`config.mk`:
```
export PLATFORM = sky130hd
export DESIGN_NAME = layer_sequencer
export DESIGN_NICKNAME = d
export VERILOG_FILES = /design/src/rtl/layer_sequencer.sv
export SDC_FILE = /design/constraint.sdc
export NUM_CORES = 1
export LEC_CHECK = 0
export CORE_MARGIN = 1.5
export CORE_UTILIZATION = 40
export DETAILED_ROUTE_END_ITERATION = 8
export PLACE_DENSITY = 0.77
export SLEW_MARGIN = 20
export SYNTH_ARGS = -nofsm -noshare
export SYNTH_HDL_FRONTEND = slang
export SYNTH_SLANG_ARGS = --single-unit
```
`constraint.sdc`:
```
create_clock -name clk -period 3.3 [get_ports clk]
set_clock_uncertainty 0.2 [all_clocks]
set_input_delay 0.495 -clock clk [delete_from_list [all_inputs] [get_ports clk]]
set_output_delay 0.495 -clock clk [all_outputs]
set_load 0.05 [all_outputs]
```
`src/rtl/layer_sequencer.sv`:
```
// Runs one fully-connected layer on a single shared MAC, one output neuron at a time:
// fetch weight row, issue operands over valid/ready, collect the sum into the layer buffer.
module layer_sequencer #(
    parameter int NEURON_NUM          = 5,
    parameter int NEURON_OUTPUT_WIDTH = 10,
    parameter int ACTIVATION_WIDTH    = 9,
    parameter int WEIGHT_CELL_WIDTH   = 16,
    localparam int L = (NEURON_NUM > 1) ? $clog2(NEURON_NUM) : 1
) (
    input  logic                                      clk,
    input  logic                                      rst,
    input  logic [L:0]                                layer_size,
    input  logic [L:0]                                input_number,
    input  logic [NEURON_NUM*ACTIVATION_WIDTH-1:0]    layer_inputs,
    input  logic                                      start_valid,
    output logic                                      start_ready,
    output logic [L-1:0]                              weight_addr,
    input  logic [NEURON_NUM*WEIGHT_CELL_WIDTH-1:0]   weight_data,
    output logic [L:0]                                n_input_number,
    output logic                                      n_input_number_valid,
    input  logic                                      n_input_number_ready,
    output logic [NEURON_NUM*ACTIVATION_WIDTH-1:0]    n_inputs,
    output logic                                      n_inputs_valid,
    input  logic                                      n_inputs_ready,
    output logic [NEURON_NUM*WEIGHT_CELL_WIDTH-1:0]   n_weights,
    output logic                                      n_weights_valid,
    input  logic                                      n_weights_ready,
    input  logic [NEURON_OUTPUT_WIDTH-1:0]            n_sum,
    input  logic                                      n_overflow,
    input  logic                                      n_sum_valid,
    output logic                                      n_sum_ready,
    output logic [NEURON_NUM*NEURON_OUTPUT_WIDTH-1:0] layer_sums,
    output logic [NEURON_NUM-1:0]                     layer_overflow,
    output logic                                      layer_valid,
    input  logic                                      layer_ready
);

    localparam logic [L:0]   MAX_COUNT = (L+1)'(NEURON_NUM);
    localparam logic [L:0]   COUNT_ONE = (L+1)'(1);
    localparam logic [L-1:0] INDEX_ONE = L'(1);

    typedef enum logic [2:0] {
        IDLE    = 3'd0,
        FETCH   = 3'd1,
        ISSUE   = 3'd2,
        COLLECT = 3'd3,
        DONE    = 3'd4
    } state_t;

    state_t                                    state_r;
    state_t                                    state_next_s;
    logic [L-1:0]                              index_r;
    logic [L-1:0]                              weight_addr_r;
    logic [L:0]                                size_r;
    logic [L:0]                                number_r;
    logic [NEURON_NUM*ACTIVATION_WIDTH-1:0]    inputs_r;
    logic [NEURON_NUM*WEIGHT_CELL_WIDTH-1:0]   weights_r;
    logic [NEURON_NUM*NEURON_OUTPUT_WIDTH-1:0] sums_r;
    logic [NEURON_NUM-1:0]                     ovf_r;
    logic                                      num_valid_r;
    logic                                      inp_valid_r;
    logic                                      wgt_valid_r;
    logic                                      start_ready_r;
    logic                                      sum_ready_r;
    logic                                      layer_valid_r;
    logic [L:0]                                size_clamped_s;
    logic [L:0]                                number_clamped_s;
    logic                                      last_s;
    logic                                      all_accepted_s;

    function automatic logic [L:0] clamp_count(input logic [L:0] value);
        if (value > MAX_COUNT) begin
            return MAX_COUNT;
        end else begin
            return value;
        end
    endfunction

    // Clamped configuration, last-neuron detect and issue-completion detect
    always_comb begin
        size_clamped_s   = clamp_count(layer_size);
        number_clamped_s = clamp_count(input_number);
        last_s           = ({1'b0, index_r} == (size_r - COUNT_ONE));
        // A channel is finished once its valid is low or is being accepted this cycle
        all_accepted_s   = (!num_valid_r || n_input_number_ready) &&
                           (!inp_valid_r || n_inputs_ready) &&
                           (!wgt_valid_r || n_weights_ready);
    end

    // Next-state logic
    always_comb begin
        state_next_s = state_r;
        case (state_r)
            IDLE: begin
                if (start_valid) begin
                    if ((size_clamped_s == '0) || (number_clamped_s == '0)) begin
                        state_next_s = DONE;
                    end else begin
                        state_next_s = FETCH;
                    end
                end else begin
                    state_next_s = IDLE;
                end
            end
            FETCH: state_next_s = ISSUE;
            ISSUE: begin
                if (all_accepted_s) begin
                    state_next_s = COLLECT;
                end else begin
                    state_next_s = ISSUE;
                end
            end
            COLLECT: begin
                if (n_sum_valid) begin
                    if (last_s) begin
                        state_next_s = DONE;
                    end else begin
                        state_next_s = FETCH;
                    end
                end else begin
                    state_next_s = COLLECT;
                end
            end
            DONE: begin
                if (layer_ready) begin
                    state_next_s = IDLE;
                end else begin
                    state_next_s = DONE;
                end
            end
            default: state_next_s = IDLE;
        endcase
    end

    // State register, registered handshake outputs and datapath
    always_ff @(posedge clk) begin
        if (rst) begin
            state_r       <= IDLE;
            start_ready_r <= 1'b1;
            sum_ready_r   <= 1'b0;
            layer_valid_r <= 1'b0;
            num_valid_r   <= 1'b0;
            inp_valid_r   <= 1'b0;
            wgt_valid_r   <= 1'b0;
            index_r       <= '0;
            weight_addr_r <= '0;
            size_r        <= '0;
            number_r      <= '0;
            inputs_r      <= '0;
            weights_r     <= '0;
            sums_r        <= '0;
            ovf_r         <= '0;
        end else begin
            state_r       <= state_next_s;
            start_ready_r <= (state_next_s == IDLE);
            sum_ready_r   <= (state_next_s == COLLECT);
            layer_valid_r <= (state_next_s == DONE);
            case (state_r)
                IDLE: begin
                    if (start_valid) begin
                        inputs_r      <= layer_inputs;
                        size_r        <= size_clamped_s;
                        number_r      <= number_clamped_s;
                        sums_r        <= '0;
                        ovf_r         <= '0;
                        index_r       <= '0;
                        weight_addr_r <= '0;
                    end
                end
                FETCH: begin
                    weights_r   <= weight_data;
                    num_valid_r <= 1'b1;
                    inp_valid_r <= 1'b1;
                    wgt_valid_r <= 1'b1;
                end
                ISSUE: begin
                    if (n_input_number_ready) num_valid_r <= 1'b0;
                    if (n_inputs_ready)       inp_valid_r <= 1'b0;
                    if (n_weights_ready)      wgt_valid_r <= 1'b0;
                end
                COLLECT: begin
                    if (n_sum_valid) begin
                        sums_r[index_r*NEURON_OUTPUT_WIDTH +: NEURON_OUTPUT_WIDTH] <= n_sum;
                        ovf_r[index_r] <= n_overflow;
                        if (!last_s) begin
                            index_r       <= index_r + INDEX_ONE;
                            weight_addr_r <= index_r + INDEX_ONE;
                        end
                    end
                end
                default: begin
                end
            endcase
        end
    end

    assign start_ready          = start_ready_r;
    assign weight_addr          = weight_addr_r;
    assign n_input_number       = number_r;
    assign n_input_number_valid = num_valid_r;
    assign n_inputs             = inputs_r;
    assign n_inputs_valid       = inp_valid_r;
    assign n_weights            = weights_r;
    assign n_weights_valid      = wgt_valid_r;
    assign n_sum_ready          = sum_ready_r;
    assign layer_sums           = sums_r;
    assign layer_overflow       = ovf_r;
    assign layer_valid          = layer_valid_r;

endmodule

```
==> flow_metrics.tcl, run 1 <==
set metrics [dict create \
    status "finished, final reports clean" \
    avgSynthCellArea_um2 7.84 \
    yosysMostFrequentCell "nand2_1" \
    htreeDepth 4 \
    criticalPathCategory "reg -> reg" \
    final_area_um2 13500 \
    max_freq_mhz 314 \
    final_cells 1758 \
    final_hold_viol_count 0 \
    antenna_found_initial 0 \
    maxCapViolCount 0 \
    max_slew_margin 0.306 \
    critPathMaxFanout 6 \
    switching_share 0.353 \
    p_leak_uw 0.00472 \
    async_reset_ff_frac 0 \
    rows 54 \
    synth_fa_ha_area_frac 0.0112 \
    grt_max_degree 98 \
    drtIter0Drc 861 \
    worstMarginPinSlew_ns 1.04 \
    drive_gt1_frac 0.0934 \
    synth_cells 1139 \
    fill_cells 1974 \
    area_growth_pct 51.2 \
    synth.area.top_cells "dfxtp_1, nand2_1, a21oi_1" \
    crit_path_end_kind "flop" \
    arrival_ns 3.32 \
    synth_edf_count 0 \
    ys_ff_latch 200 \
    synth_ff_type "dfxtp_1" \
    track_usage 0.268 \
    p_comb_frac 0.270 \
    path_clk_slew_ns 0.08 \
    synthesis.nets 1299 \
    vias 9469 \
    synth-simple-area-share 0.257 \
    cts_root_buf "clkbuf_16" \
    finish.utilization 0.617 \
    synth_mux_area_frac 0.0461 \
    io_buffers 344 \
    die_x_um 152 \
    synth_top_area_frac 0.448 \
    min_from "n_weights[33]$_SDFFE_PP0P_" \
    clk_path_buf_depth 2 \
    start_kind "flop" \
    grt_pass1_wl_um 49600 \
    synth_commonest_cells "nand2_1, dfxtp_1, a21oi_1, nor2_1, clkbuf_1" \
    pwr-share-clk 0.332 \
    reg2reg_from "weight_addr[2]$_SDFFE_PP0P_" \
    start_util 0.408 \
    die_h_um 152 \
    crit_path_start "weight_addr[2]$_SDFFE_PP0P_" \
    drc_errors 0 \
    fin_nets 1625 \
    design.portCount 345 \
    period_share 0.966 \
    die-area_um2 23200 \
    cts_hold_buf 0 \
    drt_first_pass_iters 5 \
    synth_top_area_cell "dfxtp_1" \
    post-place-ws_ns 0.0189 \
    grt_pass1_vias 8856 \
    netlist_area_um2 8930 \
    worst_slack_ns 0.111 \
    wl_per_cell_um 18.1 \
    n_antenna_cell 0 \
    hpwl_um 23600 \
    slew_viol_final 0 \
    p_sw_uw 2370 \
    power_density_nw_per_um2 496 \
    ys_seq_area_frac 0.448 \
    cts_buffers 17 \
    seq_power_share 0.398 \
    globalplace.congestion 0.949 \
    via_per_inst 5.39 \
    synth_xor_area_frac 0.0143 \
    ant_nets 0 \
    wl_um 31900 \
    yosysWarningCount 0 \
    place_area_um2 12700 \
    power.internal_uw 4340 \
    holdCritPathClass "reg -> reg" \
    tritoncts "yes" \
    placedCellCount 1725 \
    overflow 0 \
    clk-insertion-delay-late_ns 0.43 \
    synth_top_family_by_area "simple AND/OR/NAND/NOR gates" \
    critPathRequiredTime_ns 3.43 \
    fin_tns_setup_ns 0 \
    min_period_ns 3.19 \
    peakVddDrop_uv 336 \
    synth_compound_area_frac 0.179 \
    yosysUniqueCellTypes 82 \
    setup_viol_count_final 0 \
    cts_sinks 200 \
    core_area_um2 21900 \
]
## metrics by stage
stage / hold slack [ns] / power, uW
after CTS: 0.256 / 6760
after global placement: 0.238 / 4500
after global routing: 0.273 / 7000
final: 0.256 / 6710
after detailed placement: 0.243 / 4520
after floorplan: 0.245 / 3800
## final cells by class
class | count | area [um^2] | share of cell area
sequential | 200 | 4010 | 0.297
tap | 280 | 350 | 0.0259
timing repair buffer | 385 | 3760 | 0.278
multi-input combinational | 844 | 4680 | 0.346
inverter | 17 | 67.6 | 0.00500
clock inverter | 14 | 200 | 0.0148
clock buffer | 18 | 439 | 0.0325
## final timing paths
path	slack, ns	depth (start not counted)	to
worst min-delay path	0.26	2	n_weights[33]$_SDFFE_PP0P_
worst max-delay path	0.11	13	layer_sums[2]$_SDFFE_PP0P_
worst min register to register	0.26	2	n_weights[33]$_SDFFE_PP0P_
worst max register to register	0.11	13	layer_sums[2]$_SDFFE_PP0P_
## flip-flops by register name (all words and copies together), names as in the netlist
name and flops:
weight_addr 3, n_input_number 4, start_ready 1, n_inputs 45, n_inputs_valid 1, layer_sums 50, n_weights_valid 1, state_r 3
size_r 4, layer_valid 1, n_input_number_valid 1, n_sum_ready 1, layer_overflow 5, n_weights 80
## metal layers
metal	up-vias	share of wire	wire (um)	GRT usage
met4	0	0.031	975	0.103
met1	4409	0.41	13100	0.332
li1	4567	-	-	-
met3	68	0.091	2900	0.0788
met5	-	0	0	0
met2	425	0.47	14900	0.438
## timing repair
action | in CTS | in global routing
buffers inserted | 0 | 1
endpoints found under the setup margin | 0 | 31
endpoints found under the hold margin | 0 | 0
gates resized for setup | 0 | 22
## cells by family after synthesis
logic type,Yosys count
fa+ha+maj,8
simple gates,520
mux,38
flops,200
buf+inv,95
xor+xnor,9
compound gates,269
## power by group through the flow
stage	registers (uW)	clock network [uW]	logic, uW
2_1_floorplan	3250	0	556
3_3_place_gp	2720	0	1780
3_5_place_dp	2720	0	1790
4_1_cts	2670	2290	1800
5_1_grt	2690	2390	1920
6_report	2670	2230	1810
## cell usage in the layout, fill, tap and decap left out, drive strengths merged, types with 3 or more instances in the layout
master,synthesis,layout
dfxtp,200,200
nor3,19,19
a21oi,148,148
clkinv,0,7
o32ai,3,3
inv,17,21
ha,8,8
o31ai,8,8
a211o,3,3
nor3b,3,3
nand3,45,45
nor2,58,58
and3,4,4
clkdlybuf4s50,0,343
a31oi,4,4
or3,4,4
a2111oi,3,3
a211oi,9,9
a32o,3,3
mux2i,22,22
nand2b,9,9
o22ai,16,16
buf,22,42
o21ai,37,37
nand4,7,7
clkbuf,56,18
o211ai,3,3
o32a,3,3
nor2b,10,10
mux2,15,15
nand2,340,340
a22oi,4,4
a32oi,3,3
and2,5,5
or2,3,3
a21o,3,3
nor4,7,7
xnor2,6,6
## worst max-delay path, stage by stage, from the launching register on
cell and delay, ns:
dfxtp_4 0.37, ha_4 0.15, ha_2 0.17, inv_2 0.06, ha_4 0.19, or3_4 0.39, nor3_4 0.20, ha_4 0.22
nand2b_1 0.09, a211o_4 0.37, a21oi_4 0.16, o211ai_1 0.14, and3_1 0.17, a31o_2 0.20
(Power assumes the default switching activity.)
==> run 2: changes to the inputs <==
Settings changed: CAP_MARGIN from default to 20.
==> results of run 2 <==
The final DEF is identical to that of run 1; final timing and power are the same.
